<file path="src/rtl/pkg_processador.sv">
// Shared definitions for the TI170 core: opcodes, fetch state encoding and
// the instruction-length rule.
package pkg_processador;

    localparam logic [7:0] OPC_BRA     = 8'h20;
    localparam logic [7:0] OPC_WAI     = 8'h3E;
    localparam logic [7:0] OPC_LDA_IMM = 8'h86;
    localparam logic [7:0] OPC_STA_DIR = 8'h96;

    typedef enum logic [1:0] {
        BUSCA_OP   = 2'd0,
        BUSCA_OPER = 2'd1,
        ENTREGA    = 2'd2,
        PARADO     = 2'd3
    } estado_t;

    // 1 = opcode is followed by an operand byte.
    function automatic logic tamanho_instr(input logic [7:0] op);
        return op[7] || (op[7:4] == 4'h2);
    endfunction

endpackage

</file>
<file path="src/rtl/unidade_busca.sv">
// Instruction-fetch sequencer: walks the program ROM, assembles 1/2-byte
// instructions and hands them to execute over a valid/ready handshake.
module unidade_busca
    import pkg_processador::*;
#(
    parameter int LARGURA_END = 8,
    parameter int TAM_ROM     = 128,
    parameter int BRA_INTERNO = 1
) (
    input  logic                   clk,
    input  logic                   rst_n,
    output logic [LARGURA_END-1:0] endereco,
    input  logic [7:0]             dado,
    output logic                   instr_valido,
    input  logic                   instr_pronto,
    output logic [7:0]             opcode,
    output logic [7:0]             operando,
    output logic [LARGURA_END-1:0] instr_pc,
    output logic                   instr_tamanho,
    input  logic                   desvio_valido,
    input  logic [LARGURA_END-1:0] desvio_endereco,
    output logic                   parado,
    output logic                   erro_endereco
);

    // Extra bit keeps the limit exact even when TAM_ROM == 2**LARGURA_END.
    localparam logic [LARGURA_END:0] LIMITE = (LARGURA_END + 1)'(TAM_ROM);

    estado_t                state_q, state_d;
    logic [LARGURA_END-1:0] pc_q, pc_d;
    logic [LARGURA_END-1:0] instr_pc_q, instr_pc_d;
    logic [7:0]             opcode_q, opcode_d;
    logic [7:0]             operando_q, operando_d;
    logic                   tamanho_q, tamanho_d;
    logic                   erro_q, erro_d;

    logic fora_rom;
    logic transferencia;

    assign fora_rom      = {1'b0, pc_q} >= LIMITE;
    assign transferencia = (state_q == ENTREGA) && instr_pronto;

    always_comb begin
        // NOTE: every target gets its hold value first so no path can infer a latch.
        state_d    = state_q;
        pc_d       = pc_q;
        instr_pc_d = instr_pc_q;
        opcode_d   = opcode_q;
        operando_d = operando_q;
        tamanho_d  = tamanho_q;
        erro_d     = erro_q;

        unique case (state_q)
            BUSCA_OP: begin
                if (fora_rom) begin
                    erro_d  = 1'b1;
                    state_d = PARADO;
                end else begin
                    opcode_d   = dado;
                    instr_pc_d = pc_q;
                    pc_d       = pc_q + LARGURA_END'(1);
                    tamanho_d  = tamanho_instr(dado);
                    if (tamanho_instr(dado)) begin
                        state_d = BUSCA_OPER;
                    end else begin
                        operando_d = 8'h00;
                        state_d    = ENTREGA;
                    end
                end
            end
            BUSCA_OPER: begin
                if (fora_rom) begin
                    erro_d  = 1'b1;
                    state_d = PARADO;
                end else begin
                    operando_d = dado;
                    pc_d       = pc_q + LARGURA_END'(1);
                    if ((BRA_INTERNO != 0) && (opcode_q == OPC_BRA)) begin
                        pc_d    = LARGURA_END'(dado);
                        state_d = BUSCA_OP;
                    end else begin
                        state_d = ENTREGA;
                    end
                end
            end
            ENTREGA: begin
                if (transferencia) begin
                    state_d = (opcode_q == OPC_WAI) ? PARADO : BUSCA_OP;
                end
            end
            PARADO: begin
            end
            default: state_d = BUSCA_OP;
        endcase

        // Redirects win over everything, including a same-cycle transfer.
        if (desvio_valido) begin
            pc_d    = desvio_endereco;
            state_d = BUSCA_OP;
            if (state_q == PARADO) begin
                erro_d = 1'b0;
            end
        end
    end

    // NOTE: state registers use non-blocking assignments so all flops update together.
    always_ff @(posedge clk or negedge rst_n) begin
        if (!rst_n) begin
            state_q    <= BUSCA_OP;
            pc_q       <= '0;
            instr_pc_q <= '0;
            opcode_q   <= 8'h00;
            operando_q <= 8'h00;
            tamanho_q  <= 1'b0;
            erro_q     <= 1'b0;
        end else begin
            state_q    <= state_d;
            pc_q       <= pc_d;
            instr_pc_q <= instr_pc_d;
            opcode_q   <= opcode_d;
            operando_q <= operando_d;
            tamanho_q  <= tamanho_d;
            erro_q     <= erro_d;
        end
    end

    assign endereco      = pc_q;
    assign instr_valido  = (state_q == ENTREGA);
    assign parado        = (state_q == PARADO);
    assign opcode        = opcode_q;
    assign operando      = operando_q;
    assign instr_pc      = instr_pc_q;
    assign instr_tamanho = tamanho_q;
    assign erro_endereco = erro_q;

endmodule

</file>
<file path="config.mk">
export PLATFORM = sky130hd
export DESIGN_NAME = unidade_busca
export DESIGN_NICKNAME = d
export VERILOG_FILES = /design/src/rtl/pkg_processador.sv /design/src/rtl/unidade_busca.sv
export SDC_FILE = /design/constraint.sdc
export NUM_CORES = 1
export LEC_CHECK = 0
export CORE_MARGIN = 2
export CORE_UTILIZATION = 50
export CTS_CLUSTER_DIAMETER = 80
export DETAILED_ROUTE_END_ITERATION = 7
export GPL_ROUTABILITY_DRIVEN = 0
export GPL_TIMING_DRIVEN = 1
export HOLD_SLACK_MARGIN = 0.05
export PLACE_DENSITY = 0.84
export SYNTH_ARGS = -nofsm -noshare
export SYNTH_HDL_FRONTEND = slang
export SYNTH_SLANG_ARGS = --single-unit
</file>
<file path="constraint.sdc">
create_clock -name clk -period 2.7 [get_ports clk]
set_clock_uncertainty 0.15 [all_clocks]
set_input_delay 0.54 -clock clk [delete_from_list [all_inputs] [get_ports clk]]
set_output_delay 0.54 -clock clk [all_outputs]
set_load 0.05 [all_outputs]
</file>
Word level (Yosys, flattened, before mapping)
Index checks and enable logic that the tools add are counted.

word-level totals
  word-level logic and storage cells = 54
  register bits = 36
  input port bits = 20
  output and inout bits = 36

operators by class
  bitwise gates (word level) = 1
  $lt $le $gt $ge = 1
  multiplexer cells = 21
  equal/unequal tests = 12
  add/sub/neg operators = 1
  reduce and logical (&&, ||, !) cells = 11

operators with widths
  kind                   number
  $mux W8                7
  $pmux W8 S2            2
  $eq A8 B6 Y1 const B   2
  $mux W2                7
  $add A8 B1 Y8 const B  1
  $ge A8 B8 Y1 const B   1
  $ne A2 B2 Y1 const B   3
  $ne A3 B3 Y1 const B   2
  $pmux W2 S3            1
  $eq A2 B2 Y1 const B   2
  $eq A4 B2 Y1 const B   1
  $mux W1                4
  $reduce_and A2 Y1      2
  $reduce_and A4 Y1      1
  $reduce_bool A4 Y1     1
  $ne A3 B1 Y1 const B   1
  $reduce_and A3 Y1      1
  $reduce_bool A3 Y1     1
  $eq A2 B1 Y1 const B   1
  $logic_not A2 Y1       1
  $reduce_bool A2 Y1     1
  $reduce_or A2 Y1       1
  $logic_and A1 B1 Y1    1
  $logic_or A1 B1 Y1     1
  $not A1 Y1             1

Longest topological paths before layout
Gate-level depths: netlist of the first run.

  depth after elaboration = 6
  depth in mapped cells = 7
  gate-level depth less buffers = 6

Least setup slack after synthesis of the first run
Ideal clock, no wire load.

  path kind = register to register
  start = register state_q[0]
  end = register state_q[1]
  period minus slack after synthesis = 1.930 ns
  stages on the path, launching flop included = 6
  slack = 0.770 ns
  arrival time = 1.692 ns
  setup time = 0.088 ns
  buffers on the path = 0
  data required time = 2.462 ns
  path through = dfrtp_1 -> inv_1 -> ha_1 -> mux2i_1 -> a211o_2 -> a22oi_1

between the ends
  cells in the longest elaborated chain, start to end = 4
  elaborated cells between the ends (all ways) = 9
  those cells by class = eq/ne (3); mux (2); reduce/logical (4)

RTL lines
  element                             RTL line              RTL
  start: declaration                  unidade_busca.sv:29   estado_t state_q, state_d;
  start signal: assignment            unidade_busca.sv:117  state_q <= state_d;
  $eq A2 B2 Y1 *                      -
  net instr_valido                    unidade_busca.sv:14   output logic instr_valido,
  $logic_and A1 B1 Y1                 unidade_busca.sv:41   assign transferencia = (state_q == ENTREGA) && instr_pronto;
  $ne A3 B1 Y1 (no source line)       -
  $reduce_and A2 Y1 (no source line)  -

The timed path passes the listed nets; every way through them passes the cells marked *.
A chain may end at the register's enable or synchronous reset.

Worst setup path after layout of the first run
  start = register state_q[0]
  end = output port instr_valido

between the ends
  cells in the longest elaborated chain, start to end = 1

RTL lines
  element           RTL line              RTL
  $eq A2 B2 Y1      unidade_busca.sv:128  assign instr_valido = (state_q == ENTREGA);
  end: declaration  unidade_busca.sv:14

No other way between the ends.

==> out/qor.yml, run 1 <==
grt_pass1_vias: 1450
timing.hold.ws_ps: 335
yosysTopAreaCellShare: 0.479
final_cell_area_um2: 2560
diodes: 0
synth_cell_types: 43
grtUsageMet1: 0.285
worstMarginPinSlew_ps: 879
start_util: 0.517
wl_per_cell_um: 15.1
r2r_start: "state_q[1]$_DFFE_PN0P_"
nets: 261
r2r_cells: 6
synth_edf_count: 0
worst_r2r_endpoint: "state_q[1]$_DFFE_PN0P_"
busiest_layer: "met2"
ff2ff_setup_slack_ps: 530
p_leak_nw: 1.12
crit_arrival_ps: 1840
rsz0062_at_grt: "false"
fillerInstances: 308
grt_use_met2: 0.349
hp-start: "instr_pc[7]$_DFFE_PN0P_"
track_usage: 0.216
ctsHoldBuffers: 0
area_delta_synth_final_pct: 36.5
irDropWorstVdd_uv: 766
slew_headroom: 0.414
hold_class: "reg -> reg"
fmax_mhz: 395
drc: 0
synth_cells: 175
die_x_um: 65.3
setup_viol: 0
grt_overflow: 0
power_density_nw_per_um2: 1290
io_pins: 56
first_pass_iters: 4
critPathLaunchType: "register"
cts_tree: "built"
use_met3: 0.0274
die-area_um2: 4260
fp.dieH_um: 65.3
grt_pass1_wl_mm: 6.86
synth_top_area_cell: "dfrtp_1"
clock-sinks: 36
yosysMostFrequentCell: "dfrtp_1"
syn_nets: 201
path_class: "reg -> out"
ys_seq_area_frac: 0.479
numCtsBuffers: 5
synth_common_cells: "36 x dfrtp_1, 19 x nand2_1, 13 x inv_1, 13 x mux2_2, 12 x mux2i_1"
cts_resized: 0
hold_path_depth: 1
post-route-period-util: 0.938
cts-root-buf: "clkbuf_8"
place_area_um2: 2490
grt_max_degree: 37
synthArstFlopShare: 1.00
num_rows: 22
hold_violations: 0
h-tree-depth: 2
final.setup.tns_ps: 0
synth_area_leaders: "dfrtp_1 48%, mux2_2 7.8%, mux2i_1 6.4%"
ys_seq_elements: 36
status: "finished, final reports clean"
slew_viol_final: 0
yosys_most_used_dff: "dfrtp_1"
endpoint_kind: "output port"
synth_area_um2: 1880
path_max_fanout: 4
syn-mean-instance-area_um2: 10.7
antenna_found_initial: 0
drt_wl_total_mm: 4.26
min_to: "instr_pc[7]$_DFFE_PN0P_"
vias: 1545
layout-drive-gt1-share: 0.136
drt-initial-drc-count: 96
portBuffers: 55
yosysWarnings: 0
path_clk_slew_ps: 60
period_minus_slack_ps: 2530
post_cts_buffers: 0
cp.required_ps: 2010
clock_latency_ps: 280
dp_hpwl_mm: 3.14
core_area_um2: 3630
ant_nets: 0
clk_path_buf_depth: 2
drv_cap: 0
vias_per_cell: 5.46
==> critical path: stages (launching register included) <==
cell,delay (ps)
dfrtp_1,420
inv_1,100
ha_1,220
clkdlybuf4s50_1,830
==> area by class of cell <==
type                            count  area (um^2)  area share
Sequential cell                    36          901       0.351
Multi-Input combinational cell    119          890       0.347
Timing Repair Buffer               60          588       0.229
Clock buffer                        6         72.6      0.0283
Tap cell                           48         60.1      0.0234
Inverter                           13         48.8      0.0190
Clock inverter                      1         5.00     0.00195
==> routing by layer <==
metal / wire length (um) / vias up / share of wire
met5: 0 / - / 0
li1: - / 736 / -
met2: 2100 / 59 / 0.49
met4: 92 / 0 / 0.022
met3: 216 / 9 / 0.051
met1: 1860 / 741 / 0.44
==> power breakdown <==
| group | internal [mW] | switching, mW | leakage [nW] | total [mW] |
|---|---|---|---|---|
| clock network | 0.175 | 0.173 | 0.0410 | 0.348 |
| logic | 0.732 | 1.23 | 0.642 | 1.97 |
| registers | 0.765 | 0.217 | 0.440 | 0.982 |
| total | 1.67 | 1.62 | 1.12 | 3.30 |
==> worst max-delay path by stage <==
stage	from	end	slack, ps	cells after the start
detailed placement	dado[5]	operando[2]$_DFFE_PN0P_	390	6
global placement	dado[5]	operando[0]$_DFFE_PN0P_	390	5
floorplan	state_q[0]$_DFFE_PN0P_	state_q[1]$_DFFE_PN0P_	770	5
global route	state_q[0]$_DFFE_PN0P_	instr_valido	90	3
CTS	state_q[0]$_DFFE_PN0P_	instr_valido	170	3
finish	state_q[0]$_DFFE_PN0P_	instr_valido	170	3
==> cell usage in the layout, fill, tap and decap left out, types with 6 or more instances in the layout <==
| cell type | instances |
|---|---|
| ha_1 | 6 |
| mux2i_1 | 12 |
| nor2_1 | 8 |
| nand2_1 | 19 |
| mux2_2 | 13 |
| inv_1 | 13 |
| a21oi_1 | 7 |
| dfrtp_1 | 36 |
| clkdlybuf4s50_1 | 55 |
==> logic make-up after synthesis <==
logic type / Yosys count / share of synthesized area
simple gates: 50 / 0.148
flops: 36 / 0.479
compound gates: 32 / 0.112
mux: 26 / 0.150
buf+inv: 20 / 0.0473
fa+ha+maj: 6 / 0.0399
xor+xnor: 5 / 0.0233
==> registers in the layout (all words and copies together), names as in the netlist <==
signal and count:
erro_endereco 1, instr_pc 8, instr_tamanho 1, state_q 2, operando 8, opcode 8
endereco 8
==> per-stage QoR <==
stage	setup WS (ps)	util	cells	power (mW)
after floorplan	770	-	175	2.33
after global placement	392	0.685	276	2.93
after detailed placement	389	0.685	276	2.96
after CTS	171	0.706	283	3.31
after global routing	92.0	0.706	283	3.47
final	167	0.706	283	3.30
Note: power is estimated with default switching activity, not from simulation.
==> inputs of run 2 (changes only) <==
--- a/config.mk
+++ b/config.mk
@@ -13,6 +13,7 @@
 export GPL_TIMING_DRIVEN = 1
 export HOLD_SLACK_MARGIN = 0.05
 export PLACE_DENSITY = 0.84
+export RECOVER_POWER = 50
 export SYNTH_ARGS = -nofsm -noshare
 export SYNTH_HDL_FRONTEND = slang
 export SYNTH_SLANG_ARGS = --single-unit
==> run 2 against run 1 <==
Worst hold slack improved by 4.2 ps; combinational power about the same; utilization decreased by 0.45 points; count of clock-buffer cells in the layout unchanged; register-to-register slack got worse by 50 ps; via count increased by 0.32%; first-iteration DRC count increased by 18%; critical path depth unchanged; critical endpoint unchanged.
==> out/qor.yml, run 2 (synthesis results as in run 1) <==
sw_frac_of_total: 0.496
regArea_um2: 901
ctsHoldBuffers: 0
path_buf_inv: 2
grt_max_degree: 37
vias: 1550
status: "finished, final reports clean"
setup_viol: 0
p_int_mw: 1.65
multi_input_area_um2: 883
io_pins: 56
crit_family: "buffers and inverters"
layout-drive-gt1-share: 0.119
final.setup.tns_ps: 0
place_area_um2: 2490
die-area_um2: 4260
crit_arrival_ps: 1850
drt-initial-drc-count: 113
p_leak_nw: 1.11
cp.required_ps: 2010
cp_slowest_stage_delay_ps: 830
drt_wl_total_mm: 4.26
drc: 0
start_util: 0.517
clock_latency_ps: 280
p_comb_frac: 0.594
die_x_um: 65.3
vias_per_cell: 5.48
drv_cap: 0
cts_resized: 0
grt_pass1_vias: 1450
timing.hold.ws_ps: 339
diodes: 0
fp.dieH_um: 65.3
ant_nets: 0
final_common_cell: "clkdlybuf4s50_1"
grt_pass1_wl_mm: 6.86
slew_viol_final: 0
post_cts_buffers: 0
critPathLaunchType: "register"
endpoint_kind: "output port"
total_power_mw: 3.27
fillerInstances: 313
dp_hpwl_mm: 3.14
area_delta_synth_final_pct: 35.6
p_seq_frac: 0.300
path_class: "reg -> out"
fmax_mhz: 393
h-tree-depth: 2
power_density_nw_per_um2: 1280
irDropWorstVdd_uv: 754
path_clk_slew_ps: 60
hold_class: "reg -> reg"
numCtsBuffers: 5
first_pass_iters: 4
slew_headroom: 0.408
hold_violations: 0
num_rows: 22
core_area_um2: 3630
cts_tree: "built"
grt_overflow: 0
path_max_fanout: 4
worstMarginPinSlew_ps: 887
clock_power_share: 0.106
cp_slowest_cell: "clkdlybuf4s50_1"
period_minus_slack_ps: 2540
clk_path_buf_depth: 2
antenna_found_initial: 0
track_usage: 0.216
rsz0062_at_grt: "false"
clock-sinks: 36
p_sw_mw: 1.62
nets: 261
cp_cell_sequence: "inv_1 > ha_1 > clkdlybuf4s50_1"
portBuffers: 55
cts-root-buf: "clkbuf_8"
post-route-period-util: 0.942
most-common-layout-cells: "51 x clkdlybuf4s50_1, 36 x dfrtp_1, 19 x nand2_1, 13 x inv_1, 13 x mux2_2"
final_cell_area_um2: 2550
wl_per_cell_um: 15.1
## run 2: cell count changes in the layout (fill, tap and decap cells not counted), moves of 2 or more
cell	previous run	this run
buf_4	5	2
clkbuf_1	1	3
clkdlybuf4s50_1	55	51
dlygate4sd3_1	0	4
## run 2: worst paths after layout
kind | startpoint | endpoint | slack [ps] | depth (start not counted)
min in group asynchronous | rst_n | instr_pc[4]$_DFFE_PN0P_ | 760 | 2
max in group asynchronous | rst_n | operando[2]$_DFFE_PN0P_ | 1110 | 2
max | state_q[0]$_DFFE_PN0P_ | instr_valido | 160 | 3
min reg2reg | instr_pc[0]$_DFFE_PN0P_ | instr_pc[0]$_DFFE_PN0P_ | 340 | 2
min | instr_pc[0]$_DFFE_PN0P_ | instr_pc[0]$_DFFE_PN0P_ | 340 | 2
max reg2reg | state_q[1]$_DFFE_PN0P_ | endereco[6]$_DFFE_PN0P_ | 480 | 7
## run 2: metrics by stage
stage / std cells / setup WS, ps / utilization
final: 283 / 156 / 0.701
after global routing: 283 / 92.0 / 0.701
after CTS: 283 / 171 / 0.706
after detailed placement: 276 / 389 / 0.685
after global placement: 276 / 392 / 0.685
after floorplan: 175 / 770 / -
## run 2: cell type report
| cell class | count | area share |
|---|---|---|
| Clock buffer | 6 | 0.0285 |
| Multi-Input combinational cell | 119 | 0.347 |
| Clock inverter | 1 | 0.00196 |
| Inverter | 13 | 0.0191 |
| Timing Repair Buffer | 60 | 0.227 |
| Sequential cell | 36 | 0.353 |
| Tap cell | 48 | 0.0236 |
## run 2: worst min-delay path: stages, from the launching register on
cell     delay [ps]
dfrtp_1         350
nand2_1          50
o21ai_0          60
## run 2: power by group through the flow
stage               combinational, mW  sequential [mW]  clock, mW
floorplan                       0.624             1.70          0
global placement                 1.95            0.974          0
detailed placement               1.97            0.990          0
CTS                              1.97            0.981      0.357
global route                     2.05             1.01      0.383
finish                           1.94            0.981      0.347
## run 2: metal layers
| layer | part of all wire | track usage | vias up |
|---|---|---|---|
| met2 | 0.48 | 0.349 | 61 |
| met5 | 0 | 0 | - |
| li1 | - | - | 737 |
| met3 | 0.056 | 0.0274 | 11 |
| met4 | 0.026 | 0.107 | 0 |
| met1 | 0.43 | 0.285 | 741 |
